[config.mk]
export PLATFORM = sky130hd
export DESIGN_NAME = rs_codeword_serializer
export DESIGN_NICKNAME = d
export VERILOG_FILES = /design/src/rtl/rs_pkg.sv /design/src/rtl/rs_codeword_serializer.sv
export SDC_FILE = /design/constraint.sdc
export NUM_CORES = 1
export LEC_CHECK = 0
export ABC_AREA = 1
export CAP_MARGIN = 20
export CELL_PAD_IN_SITES_DETAIL_PLACEMENT = 0
export CELL_PAD_IN_SITES_GLOBAL_PLACEMENT = 1
export CORE_MARGIN = 1
export CORE_UTILIZATION = 40
export CTS_BUF_LIST = sky130_fd_sc_hd__clkbuf_2 sky130_fd_sc_hd__clkbuf_4 sky130_fd_sc_hd__clkbuf_8
export CTS_CLUSTER_SIZE = 28
export DETAILED_ROUTE_END_ITERATION = 8
export GPL_ROUTABILITY_DRIVEN = 0
export PLACE_DENSITY = 0.86
export SYNTH_ARGS = -nofsm -noshare
export SYNTH_HDL_FRONTEND = slang
export SYNTH_SLANG_ARGS = --single-unit
export TNS_END_PERCENT = 100
[constraint.sdc]
create_clock -name clk -period 2.9 [get_ports clk]
set_clock_uncertainty 0.2 [all_clocks]
set_input_delay 0.58 -clock clk [delete_from_list [all_inputs] [get_ports clk]]
set_output_delay 0.58 -clock clk [all_outputs]
set_load 0.01 [all_outputs]
[src/rtl/rs_pkg.sv]
// Shared constants and types for the RS(31,29) codeword path.
package rs_pkg;
  localparam int unsigned N             = 31;
  localparam int unsigned K             = 29;
  localparam int unsigned SYMB_BITWIDTH = 5;
  localparam int unsigned P             = N - K;
  localparam int unsigned INP_BW        = SYMB_BITWIDTH * K;
  localparam int unsigned POL_BW        = SYMB_BITWIDTH * P;
  localparam int unsigned CW_BW         = SYMB_BITWIDTH * N;
  localparam int unsigned IDX_BW        = 5;

  typedef enum logic {IDLE, SEND} state_t;

  typedef logic [CW_BW-1:0] codeword_t;

  function automatic logic [SYMB_BITWIDTH-1:0] cw_symbol(input codeword_t cw,
                                                         input logic [IDX_BW-1:0] idx);
    return cw[SYMB_BITWIDTH*int'(idx) +: SYMB_BITWIDTH];
  endfunction
endpackage

[src/rtl/rs_codeword_serializer.sv]
// Captures a 31-symbol RS codeword per handshake and emits it one symbol per beat,
// with a one-deep pending buffer so consecutive codewords stream without a gap.
module rs_codeword_serializer
  import rs_pkg::*;
(
  input  logic                     clk,
  input  logic                     rst,
  input  logic [INP_BW-1:0]        in_msg,
  input  logic [POL_BW-1:0]        in_parity,
  input  logic                     in_valid,
  output logic                     in_ready,
  output logic [SYMB_BITWIDTH-1:0] out_sym,
  output logic                     out_valid,
  input  logic                     out_ready,
  output logic                     out_sof,
  output logic                     out_eof
);
  localparam logic [IDX_BW-1:0] LAST_IDX = IDX_BW'(N - 1);

  state_t            state_q, state_d;
  codeword_t         a_q, a_d;
  codeword_t         b_q, b_d;
  logic              pend_full_q, pend_full_d;
  logic [IDX_BW-1:0] idx_q, idx_d;

  codeword_t in_cw;
  logic      accept;
  logic      beat;
  logic      last;

  assign in_cw  = {in_parity, in_msg};
  assign accept = in_valid && in_ready;
  assign beat   = out_valid && out_ready;
  assign last   = (idx_q == LAST_IDX);

  always_comb begin
    in_ready  = !pend_full_q && !rst;
    out_valid = (state_q == SEND);
    out_sym   = out_valid ? cw_symbol(a_q, idx_q) : '0;
    out_sof   = out_valid && (idx_q == '0);
    out_eof   = out_valid && last;
  end

  always_comb begin
    state_d     = state_q;
    a_d         = a_q;
    b_d         = b_q;
    pend_full_d = pend_full_q;
    idx_d       = idx_q;
    case (state_q)
      IDLE: begin
        if (accept) begin
          a_d     = in_cw;
          idx_d   = '0;
          state_d = SEND;
        end
      end
      SEND: begin
        if (beat && !last) begin
          idx_d = idx_q + 1'b1;
        end
        // A capture coinciding with the final beat goes straight to A; any other capture parks in B.
        if (beat && last) begin
          idx_d = '0;
          if (pend_full_q) begin
            a_d         = b_q;
            pend_full_d = 1'b0;
          end else if (accept) begin
            a_d = in_cw;
          end else begin
            state_d = IDLE;
          end
        end else if (accept) begin
          b_d         = in_cw;
          pend_full_d = 1'b1;
        end
      end
      default: state_d = IDLE;
    endcase
  end

  always_ff @(posedge clk) begin
    if (rst) begin
      state_q     <= IDLE;
      a_q         <= '0;
      b_q         <= '0;
      pend_full_q <= 1'b0;
      idx_q       <= '0;
    end else begin
      state_q     <= state_d;
      a_q         <= a_d;
      b_q         <= b_d;
      pend_full_q <= pend_full_d;
      idx_q       <= idx_d;
    end
  end
endmodule
# [Word level (Yosys, flattened, before mapping)]
# Index checks and enable logic that the tools add are counted.
# W data, S select, Z words.
[totals] mem_bits_rw=0 output_inout_bits=9 register_bits=317 romBits=0 memories=0 latch_bits=0
[classes] reduce_logical=15 n_div=0 n_mux=15 bitwise_logic=2 mul=1 add_sub_neg=1 n_shift=1 eq_ne=4 order_cmp=0
[op_table] operator="$mux W155" n=3
[op_table] operator="$pmux W155 S2" n=1
[op_table] operator="$shiftx A155 B9 Y5" n=1
[op_table] operator="$mux W5" n=4
[op_table] operator="$pmux W5 S2" n=1
[op_table] operator="$mul A3 B5 Y8 const A" n=1
[op_table] operator="$logic_and A1 B1 Y1" n=7
[op_table] operator="$add A5 B1 Y5 const B" n=1
[op_table] operator="$eq A5 B5 Y1 const B" n=1
[op_table] operator="$logic_not A5 Y1" n=1
[op_table] operator="$mux W1" n=5
[op_table] operator="$reduce_and A2 Y1" n=2
[op_table] operator="$logic_not A1 Y1" n=3
[op_table] operator="$ne A3 B1 Y1 const B" n=1
[op_table] operator="$reduce_and A3 Y1" n=1
[op_table] operator="$ne A2 B1 Y1 const B" n=1
[op_table] operator="$ne A2 B2 Y1 const B" n=1
[op_table] operator="$not A1 Y1" n=2
[op_table] operator="$pmux W1 S2" n=1
[op_table] operator="$reduce_bool A2 Y1" n=1

# [Logic depth before layout (Yosys ltp)]
[depth] word_depth=7 mapped_depth=12

# [Worst setup path before layout]
# Ideal clock, no wire load.
[synth_path] path_kind="register to register" startpoint="register idx_q[0]" endpoint="register a_q[0]" path_stages_with_launch=10 n_path_buf=4 setup_slack_ns=0.690 period_less_slack_ns=2.210 setup_ns=0.128 t_arrival_ns=1.882 path_cell_list="dfxtp_1 > inv_1 > buf_2 > buf_1 > ha_1 > nand4_1 > nand2_1 > buf_2 > clkbuf_1 > a21oi_1"
[synth_via] elab_chain_len=3
[synth_rtl] item="from (decl)" line="rs_codeword_serializer.sv:24" source="logic [IDX_BW-1:0] idx_q, idx_d;"
[synth_rtl] item="from (signal assigned)" line="rs_codeword_serializer.sv:94" source="idx_q <= idx_d;"
[synth_rtl] item="$eq A5 B5 Y1" line="rs_codeword_serializer.sv:34" source="assign last = (idx_q == LAST_IDX);"
[synth_rtl] item="$logic_and A1 B1 Y1" line="rs_codeword_serializer.sv:63" source="if (beat && last) begin"
[synth_rtl] item="$ne A2 B1 Y1 (no source line)"
[synth_rtl] item="to (signal assigned)" line="rs_codeword_serializer.sv:85" source="a_q <= '0;"
[synth_rtl] item="to (signal assigned)" line="rs_codeword_serializer.sv:91" source="a_q <= a_d;"
[synth_rtl] item="to (decl)" line="rs_codeword_serializer.sv:21" source="codeword_t a_q, a_d;"
# Every way passes these cells.
# A chain may end at the register's enable or synchronous reset.

# [Final worst setup path]
[layout_path] startpoint="register idx_q[1]" endpoint="output out_sym[4]"
[layout_via] elab_chain_len=3
[layout_rtl] item="$mul A3 B5 Y8" line="rs_pkg.sv:18" source="return cw[SYMB_BITWIDTH*int'(idx) +: SYMB_BITWIDTH];"
[layout_rtl] item="$shiftx A155 B9 Y5" line="rs_pkg.sv:18"
[layout_rtl] item="$mux W5" line="rs_codeword_serializer.sv:39" source="out_sym = out_valid ? cw_symbol(a_q, idx_q) : '0;"
[layout_rtl] item="to (decl)" line="rs_codeword_serializer.sv:12" source="output logic [SYMB_BITWIDTH-1:0] out_sym,"
# Every way passes these cells.

==> impl_metrics.toml <==
[global_routing]
antenna_found_initial = 1
grt_overflow = 0
grt_usage_pct = 24.4
grt_max_degree = 138
grt_pass1_vias = 13900
grt_pass1_wl_um = 75800

[route]
drt.antenna.violating_nets = 0
viasPerCell = 5.23
drt_first_pass_iters = 5
vias = 15700
dr.first_iter.drc_count = 1181
drc_errors = 0
routed_wl_um = 48900
wl_per_cell_um = 16.3

[timing]
maxSlewViolCount = 0
period_needed_ns = 3.01
relSlewSlack_pct = 60.9
tns_ns = -0.303
setup_violations = 5
worst_pin_slew_ns = 0.586
layout_setup_ws_ns = -0.107
period_share_pct = 104
rsz0062_at_grt = "yes"
holdWs_ns = 0.238
fmax_ghz = 0.333
hold_viol_final = 0

[logic_synthesis]
yosysTopAreaCell = "dfxtp_1"
synth_edf_count = 0
synth_common_cells = "499 x nand2_1, 328 x a21oi_1, 317 x dfxtp_1"
yosysUniqueCellTypes = 21
synth_most_common_cell = "nand2_1"
netlist_area_um2 = 15400
synthFlopType = "dfxtp_1"
netlist_instances = 2349
avgSynthCellArea_um2 = 6.57
ys_ff_latch = 317
yosysWarnings = 0
syn-num-nets = 2511
synth-async-reset-ratio_pct = 0
netlist.area_leader.share_pct = 41.1
synth_area_leaders = "dfxtp_1 41%, nand2_1 12%, a21oi_1 11%"
ys_seq_area_share_pct = 41.1

[worst_setup_path]
cp_data_arrival_time_ns = 2.23
critPathKind = "reg -> out"
crit_chain = "inv_4 > nor2_4 > buf_8 > buf_6 > nand2_4 > nand3_2 > nor2_2 > nor2_2 > nor2_2 > a21oi_2 > buf_4 > buf_6"
path_common_cell = "nor2_2"
crit_start = "idx_q[1]"
critPathTopFamily = "buffers and inverters"
end_kind = "output pin"
endpoint = "out_sym[4]"
reg2reg_depth = 9
path_buf_inv = 5
cp.required_ns = 2.12
crit_slowest_cell = "dfxtp_4"
r2r_end = "a_q[77]"
start_kind = "register"
cp.depth = 12
path_max_fanout = 8
critPathMaxStageDelay_ns = 0.39
r2r-start = "out_valid"
reg2reg_slack_ns = 0.56

[power]
power.density_nw_per_um2 = 552
p_seq_share_pct = 45.9
combinationalPowerShare_pct = 15.0
clkPwrFrac_pct = 39.2
switching_power_mw = 2.98
netSwitchingFraction_pct = 27.9
internal-power_mw = 7.69
peakVddDrop_mv = 0.486
leakagePower_nw = 7.46

[clocking]
clockBufferDepth = 3
numCtsBuffers = 55
htreeDepth = 2
cts_hold_buf = 0
clock_latency_ns = 0.64
cts_tree = "yes"
cts-root-buf = "clkbuf_8"
clk_pin_slew_worst_paths_ns = 0.07
clock_sinks = 317

[run]
cap_violations = 0

[layout]
layout.nets = 2614
drive_gt1_share_pct = 8.57
diodes = 0
nFillCells = 3785
area_delta_synth_final_pct = 25.0
design_area_um2 = 19300
final_core_util_pct = 51.0

[floorplanning]
initial_utilization_pct = 40.8
rows = 71
dieWidth_um = 198
io_pins = 168
die_h_um = 198
die_area_um2 = 39400
core_area_um2 = 37800

[place]
placed_area_um2 = 17900
portBuffers = 167
dp_hpwl_um = 32000

[worst_hold_path]
holdCritStartpoint = "b_q[70]"
hold_class = "reg -> reg"

[outcome]
status = "complete, but fails checks"
violations = "setup timing"
-- state kept, by name (all words and copies together) (netlist names) --
signal       cells
idx_q            5
pend_full_q      1
a_q            155
b_q            155
out_valid        1
-- stage by stage --
stage	setup slack (ns)	total power, mW	cells
floorplan	0.690	5.83	2349
global placement	0.00371	6.51	2896
detailed placement	0.0106	6.54	2896
CTS	-0.104	10.7	2991
global route	-0.210	11.2	2997
finish	-0.107	10.7	2997
-- metal layers --
metal | vias to the layer above | GRT usage, % | routed length [um]
met4 | 2 | 8.06 | 1210
met2 | 420 | 37.7 | 22000
met3 | 70 | 4.83 | 3220
li1 | 7978 | - | -
met1 | 7193 | 33.8 | 22500
met5 | - | 0 | 13
-- timing repair --
action,in CTS,in global routing
resized for setup,66,21
buffers inserted,3,4
endpoints found under the setup margin,7,6
pin swaps,14,16
gates cloned,1,2
-- how the worst min path moves through the flow --
stage / to / slack, ns / cells after the start
floorplan: b_q[10] / 0.22 / 2
global placement: b_q[33] / 0.23 / 2
detailed placement: b_q[74] / 0.23 / 2
CTS: b_q[94] / 0.24 / 2
global route: b_q[74] / 0.25 / 2
finish: b_q[70] / 0.24 / 2
-- worst min-delay path, cell delays in order, from the launching register on --
cell and delay [ns]:
dfxtp_1 0.30, inv_1 0.04, a21oi_1 0.05
-- power groups by stage --
| stage | clock (mW) | sequential (mW) | combinational, mW |
|---|---|---|---|
| floorplan | 0 | 4.87 | 0.960 |
| global placement | 0 | 4.97 | 1.53 |
| detailed placement | 0 | 4.98 | 1.57 |
| CTS | 4.25 | 4.88 | 1.59 |
| global route | 4.48 | 4.92 | 1.79 |
| finish | 4.18 | 4.89 | 1.60 |
-- area by class of cell --
cell class	count	area (um^2)	area share (%)
clock inverter	4	51.3	0.266
sequential	317	6350	32.9
inverter	231	897	4.65
timing repair buffer	241	2780	14.4
multi-input combinational	1606	7540	39.1
tap	511	639	3.31
clock buffer	87	1040	5.39
-- cells in the final DEF (no fill, tap or decap), types with 4 or more instances in the layout --
cell and count:
o21ai_0 275, clkinv_2 4, clkbuf_4 25, inv_1 222
nand2_1 491, clkbuf_8 62, nor2_1 55, a21oi_1 325
nor2_4 5, nand2_4 5, buf_6 11, clkdlybuf4s50_1 160
nor2_2 7, buf_4 26, o21ai_1 267, nand4_1 9
nand3_1 143, buf_12 36, nand2_2 4, nand3_2 6
dfxtp_1 315
-- kinds of logic after synthesis --
group | synth area share (%)
buf+inv | 11.1
fa+ha+maj | 0.243
compound gates | 28.3
simple gates | 19.1
flops | 41.1
xor+xnor | 0.170
No activity file was read; power rests on OpenSTA's default activity.
